File: config.mk
export PLATFORM = sky130hd
export DESIGN_NAME = uart_tx_ctrl
export DESIGN_NICKNAME = d
export VERILOG_FILES = /design/src/rtl/uart_tx_pkg.sv /design/src/rtl/uart_parity_calc.sv /design/src/rtl/uart_tx_ctrl.sv
export SDC_FILE = /design/constraint.sdc
export NUM_CORES = 1
export LEC_CHECK = 0
export CORE_AREA = 2 2 41 43
export CTS_CLUSTER_SIZE = 10
export DETAILED_ROUTE_END_ITERATION = 7
export DIE_AREA = 0 0 43 45
export DONT_BUFFER_PORTS = 1
export GPL_ROUTABILITY_DRIVEN = 0
export PLACE_DENSITY = 0.63
export SYNTH_ARGS = -nofsm -noshare
export SYNTH_HDL_FRONTEND = slang
export SYNTH_HIERARCHICAL = 1
export SYNTH_SLANG_ARGS = --single-unit
File: constraint.sdc
create_clock -name CLK -period 1.5 [get_ports CLK]
set_input_delay 0.225 -clock CLK [delete_from_list [all_inputs] [get_ports CLK]]
set_output_delay 0.225 -clock CLK [all_outputs]
set_load 0.03 [all_outputs]
File: src/rtl/uart_tx_pkg.sv
// Shared constants for the UART transmit frame sequencer: FSM state
// encodings and TX output mux select codes.
package uart_tx_pkg;

    // FSM state encodings
    localparam logic [2:0] IDLE   = 3'd0;
    localparam logic [2:0] START  = 3'd1;
    localparam logic [2:0] DATA   = 3'd2;
    localparam logic [2:0] PARITY = 3'd3;
    localparam logic [2:0] STOP1  = 3'd4;
    localparam logic [2:0] STOP2  = 3'd5;

    // TX output mux select codes; MUX_STOP drives the idle/stop level (line high)
    localparam logic [1:0] MUX_START = 2'b00;
    localparam logic [1:0] MUX_STOP  = 2'b01;
    localparam logic [1:0] MUX_SER   = 2'b10;
    localparam logic [1:0] MUX_PAR   = 2'b11;

endpackage

File: src/rtl/uart_parity_calc.sv
// Combinational parity of the word to transmit. Even parity makes the total
// count of ones (data + parity bit) even; odd parity makes it odd.
module uart_parity_calc #(
    parameter int DATA_WIDTH = 8
) (
    input  logic [DATA_WIDTH-1:0] data,
    input  logic                  par_typ,
    output logic                  par_bit
);

    // Reduction XOR gives even parity directly; invert it for odd parity
    assign par_bit = par_typ ? ~^data : ^data;

endmodule

File: src/rtl/uart_tx_ctrl.sv
// UART transmit frame sequencer. Steps the TX line through start, data
// (shifted out by the serializer), optional parity and one or two stop bits.
// Frame configuration and parity are captured when a word is accepted, so
// input changes mid-frame never disturb the frame in flight.
module uart_tx_ctrl
    import uart_tx_pkg::*;
#(
    parameter int DATA_WIDTH = 8,
    parameter int TIMEOUT    = 16
) (
    input  logic                  CLK,
    input  logic                  RST,
    input  logic [DATA_WIDTH-1:0] P_DATA,
    input  logic                  DATA_VALID,
    input  logic                  PAR_EN,
    input  logic                  PAR_TYP,
    input  logic                  STOP2_EN,
    input  logic                  ser_done,
    output logic                  ser_en,
    output logic [1:0]            mux_sel,
    output logic                  par_bit,
    output logic                  BUSY,
    output logic                  frame_done,
    output logic                  abort
);

    localparam int CNT_W = (TIMEOUT > 1) ? $clog2(TIMEOUT) : 1;
    localparam logic [CNT_W-1:0] CNT_LAST = CNT_W'(TIMEOUT - 1);

    logic [2:0]       state;
    logic [2:0]       state_d;
    logic [CNT_W-1:0] cnt;
    logic             par_en_q;
    logic             stop2_q;
    logic             par_q;
    logic             abort_q;
    logic             accept;
    logic             timeout;
    logic             is_final;
    logic             par_calc;

    uart_parity_calc #(
        .DATA_WIDTH (DATA_WIDTH)
    ) u_parity (
        .data    (P_DATA),
        .par_typ (PAR_TYP),
        .par_bit (par_calc)
    );

    // The last stop bit of the frame is where a new word may be accepted
    assign is_final = ((state == STOP1) && !stop2_q) || (state == STOP2);

    // Next-state logic; accept marks the edge where a new word is captured
    always_comb begin
        // NOTE: every signal written here gets a default first so no path can
        // leave it unassigned and infer a latch.
        state_d = state;
        accept  = 1'b0;
        timeout = 1'b0;
        case (state)
            IDLE: begin
                if (DATA_VALID) begin
                    state_d = START;
                    accept  = 1'b1;
                end
            end
            START:  state_d = DATA;
            DATA: begin
                // ser_done takes priority over a timeout on the same cycle
                if (ser_done) begin
                    state_d = par_en_q ? PARITY : STOP1;
                end else if (cnt == CNT_LAST) begin
                    state_d = IDLE;
                    timeout = 1'b1;
                end
            end
            PARITY: state_d = STOP1;
            STOP1, STOP2: begin
                if ((state == STOP1) && stop2_q) begin
                    state_d = STOP2;
                end else if (DATA_VALID) begin
                    state_d = START;
                    accept  = 1'b1;
                end else begin
                    state_d = IDLE;
                end
            end
            default: state_d = IDLE;
        endcase
    end

    // State register
    always_ff @(posedge CLK or negedge RST) begin
        // NOTE: sequential state uses non-blocking assignments so every
        // register samples pre-edge values regardless of block ordering.
        if (!RST) state <= IDLE;
        else      state <= state_d;
    end

    // Capture frame configuration and parity when a word is accepted
    always_ff @(posedge CLK or negedge RST) begin
        if (!RST) begin
            par_en_q <= 1'b0;
            stop2_q  <= 1'b0;
            par_q    <= 1'b0;
        end else if (accept) begin
            par_en_q <= PAR_EN;
            stop2_q  <= STOP2_EN;
            par_q    <= par_calc;
        end
    end

    // Count DATA cycles; cleared in every other state, START always precedes DATA
    always_ff @(posedge CLK or negedge RST) begin
        if (!RST)                cnt <= '0;
        else if (state == DATA)  cnt <= cnt + 1'b1;
        else                     cnt <= '0;
    end

    // One-cycle abort flag, visible in the IDLE cycle that follows a timeout
    always_ff @(posedge CLK or negedge RST) begin
        if (!RST) abort_q <= 1'b0;
        else      abort_q <= timeout;
    end

    // Output decode from state and captured registers only
    always_comb begin
        mux_sel = MUX_STOP;
        case (state)
            START:   mux_sel = MUX_START;
            DATA:    mux_sel = MUX_SER;
            PARITY:  mux_sel = MUX_PAR;
            default: mux_sel = MUX_STOP;
        endcase
    end

    assign ser_en     = (state == DATA);
    assign BUSY       = (state != IDLE);
    assign frame_done = is_final;
    assign abort      = abort_q;
    assign par_bit    = par_q;

endmodule

# Word level (Yosys, flattened, before mapping)
# Cells that the tools add are included.
# Widths: inputs -> output; s select.
# word_totals
elab_cells,41
reg_bits,11
out_inout_bits,7
input_bits,15
# op_classes
n_mux,16
add_sub_neg,1
n_reduce_logical,10
eq_ne,8
# ops
op,n
$mux 3,5
$pmux 3 s5,1
$reduce_xnor 8->1,1
$reduce_xor 8->1,1
$mux 1,7
$eq 3x2->1 const B,2
$eq 3x3->1 const B,2
$pmux 2 s3,1
$add 4x1->4 const B,1
$eq 4x4->1 const B,1
$mux 4,1
$eq 3x1->1 const B,1
$logic_not 3->1,1
$ne 3x2->1 const B,1
$reduce_bool 3->1,1
$logic_and 1x1->1,2
$ne 2x2->1 const B,1
$pmux 1 s2,1
$reduce_and 2->1,1
$reduce_or 2->1,1
$logic_not 1->1,1
$logic_or 1x1->1,1

# Logic depth before layout (Yosys ltp)
# depth
ltp_word,4
depth_mapped,5
depth_no_buf,5

# Cells and area by module
# The synthesis kept the hierarchy.
# by_module_without_submodules
module,cells_each,area_per_inst_um2,n_inst,seq_area_each_um2
uart_tx_ctrl,48,521.8,1,275.3
uart_parity_calc,7,82.6,1,0.0

# Least setup slack after synthesis
# Ideal clock, no wire load.
# synth_timing
path_kind,reg-to-output
start,reg state[1]
end,out frame_done
required_time_ns,1.275
arrival_time_ns,1.065
stages_incl_launch_ff,4
n_path_buf,0
slack_ns,0.210
cell_sequence,dfrtp_1 inv_1 nand2_1 a21oi_1
# synth_via
elab_chain_len,3
word_cells_on_any_way,4
cone_classes,2 x eq/ne; 2 x reduce/logical
# synth_lines
element,line_no,source
from (decl),uart_tx_ctrl.sv:30,logic [2:0] state;
from (signal assigned),uart_tx_ctrl.sv:97,else state <= state_d;
$eq 3x3->1,uart_tx_ctrl.sv:51,assign is_final = ((state == STOP1) && !stop2_q) || (state == STOP2);
$logic_and 1x1->1,uart_tx_ctrl.sv:51,
$logic_or 1x1->1 *,uart_tx_ctrl.sv:51,
to (decl),uart_tx_ctrl.sv:23,"output logic frame_done,"
# Mark *: on every way between the ends. The rest lies on a longest branch, timed or not.

# Worst setup path after layout
# layout_timing
start,reg state[2]
end,out ser_en
# layout_via
elab_chain_len,1
# layout_lines
element,line_no,source
$eq 3x2->1,uart_tx_ctrl.sv:137,assign ser_en = (state == DATA);
to (decl),uart_tx_ctrl.sv:19,"output logic ser_en,"
# Every way passes these cells.

==> impl_metrics.toml <==
[sta]
rsz0062_at_grt = "false"
fin_crit_ps = 1430
finalSetupViolCount = 0
worst_slack_ps = 68.9
final.setup.tns_ps = 0
skew_ps = 0.373
slew_violations = 0
finalCritPeriodShare_pct = 95.4
worstMarginPinSlew_ps = 478
slew_headroom_pct = 68.0
finalHoldViolCount = 0
fmax_mhz = 699

[power]
pwr-share-comb_pct = 44.2
power_density_nw_per_um2 = 1890
total_power_mw = 1.30
power.switching_uw = 568
p_leak_nw = 0.315
swShare_pct = 43.8
p_int_uw = 730
clkPwrFrac_pct = 15.2
max-vdd-ir-drop_mv = 0.980
pwr-share-seq_pct = 40.6

[synth]
synth_top_area_cell = "dfrtp_1"
ys_types = 25
synthArstFlopShare_pct = 100
netlist_area_um2 = 604
yosysWarnings = 6
yosys-top-cells-count = "dfrtp_1, xnor2_1, nand2_1, nor2_1"
syn_area_per_cell_um2 = 11.0
yosys-top-cells-area = "dfrtp_1, xnor2_1, mux2_2, xnor3_1, xor2_1"
synthCells = 55
ys_ff_latch = 11
yosysMostFrequentCell = "dfrtp_1"
syn-num-nets = 71
synth_edf_count = 0
yosysSeqAreaShare_pct = 45.5
netlist.area_leader.share_pct = 45.5
ys.flop_type = "dfrtp_1"

[route]
met3_wirelength_um = 88
first_pass_iters = 2
topRoutingLayerUsed = "met4"
routedWlPerCell_um = 13.8
drtAntennaViolNets = 0
drt_iter0_markers = 5
routed_via_density = 5.30
route.detailed.drc = 0
wl_met1_um = 437
vias = 408
totalWireLength_mm = 1.06
wl_met2_um = 527

[worst_setup_path]
endpoint_kind = "primary output"
cp_max_fo = 8
cp_data_required_time_ps = 1270
path_class = "reg -> out"
critical_path.startpoint_type = "flip-flop"
worstPathArrival_ps = 1210

[global_routing]
grt.total_usage_pct = 12.6
overflow = 0
grt_pass1_wl_mm = 1.79
antenna_found_initial = 0
grt_max_degree = 12
grt_pass1_vias = 400

[die]
dieHeight_um = 45
die_area_um2 = 1940
initial_core_util_pct = 41.1
rows = 14
design.core.area_um2 = 1470
die_w_um = 43
ioPinCount = 22

[layout]
final_cell_count_no_fill = 77
drive_gt1_share_pct = 29.5
final_util_pct = 46.8
area_growth_pct = 13.9
nNetsFinal = 78
num-fill-cells = 142
diodes = 0

[place]
dp_cells = 72
post-dp-hpwl_um = 841
numPortBuffers = 0
dp_slack_ps = 186

[worst_hold_path]
worstHoldPathType = "in -> reg"

[clocking]
cts_tree = "built"
postCtsSetupBuffers = 0
htree_levels = 1
clockBufferDepth = 2
clk_pin_slew_ps = 70
clock_latency_ps = 260
cts_buffers = 3
clkSinkCount = 11
clock-root-buffer = "clkbuf_4"

[job]
maxCapViolCount = 0

[outcome]
status = "finished, final reports clean"
[worst max-delay path, stage by stage, from the launching register on]
cell and delay, ps:
dfrtp_2 460, nand2b_4 170, inv_4 120, nand2_4 90
inv_4 110
[what timing repair did]
item,CTS,global route
hold buffers,1,0
pin swaps,0,0
hold endpoints to repair,11,0
setup endpoints to repair,1,3
gates resized for setup,3,4
[path summary, 6_finish.rpt]
check | start | endpoint | cells past startpoint | slack (ps)
min reg2reg | cnt[0] | cnt[0] | 1 | 460
max reg2reg | state[0] | par_en_q | 3 | 230
max in group asynchronous | RST | state[1] | 1 | 800
min in group asynchronous | RST | cnt[0] | 1 | 350
min | STOP2_EN | stop2_q | 1 | 110
max | state[2] | ser_en | 4 | 70
[flip-flops by register name (all words and copies together), names as in the netlist]
name,count
abort,1
cnt,4
par_bit,1
par_en_q,1
state,3
stop2_q,1
[power groups by stage]
| stage | registers (mW) | clock network (mW) | logic (mW) |
|---|---|---|---|
| after floorplan | 0.492 | 0 | 0.470 |
| after global placement | 0.517 | 0 | 0.528 |
| after detailed placement | 0.518 | 0 | 0.527 |
| after CTS | 0.514 | 0.199 | 0.551 |
| after global routing | 0.540 | 0.219 | 0.623 |
| final | 0.527 | 0.198 | 0.573 |
[layer usage]
| layer | track usage, % | vias up |
|---|---|---|
| met5 | 0 | - |
| met4 | 5.45 | 0 |
| met3 | 5.60 | 2 |
| met2 | 19.4 | 12 |
| met1 | 15.4 | 191 |
| li1 | - | 203 |
[cell usage in the layout (no fill, tap or decap), types with 2 or more instances in the layout]
cell type / synthesis / final
dfrtp_2: 0 / 2
nor2_1: 4 / 4
xor2_1: 2 / 2
inv_2: 3 / 2
inv_1: 3 / 2
inv_4: 0 / 2
clkbuf_4: 0 / 3
nand2_1: 4 / 4
mux2_2: 3 / 3
dfrtp_1: 11 / 9
nand3_1: 2 / 2
xnor2_1: 5 / 5
a21oi_1: 2 / 2
[cell type report]
type	instances	area, µm²	share of cell area, %
Timing Repair Buffer	2	17.5	2.55
Sequential cell	11	278	40.4
Tap cell	16	20.0	2.91
Clock buffer	4	26.3	3.82
Multi-Input combinational cell	38	319	46.4
Inverter	6	27.5	4.00
[kinds of logic after synthesis]
logic type | count (synthesis) | share of synthesized area [%]
compound gates | 8 | 11.2
xor+xnor | 9 | 16.6
fa+ha+maj | 1 | 2.07
buf+inv | 6 | 3.73
flops | 11 | 45.5
mux | 3 | 5.59
simple gates | 17 | 15.3
[through the flow]
step	cell area, µm²	hold WS, ps
3_3_place_gp	632	-70.4
2_1_floorplan	604	-70.6
3_5_place_dp	632	-70.4
5_1_grt	688	97.3
4_1_cts	674	107
6_report	688	108
Note: power is estimated with default switching activity, not from simulation.
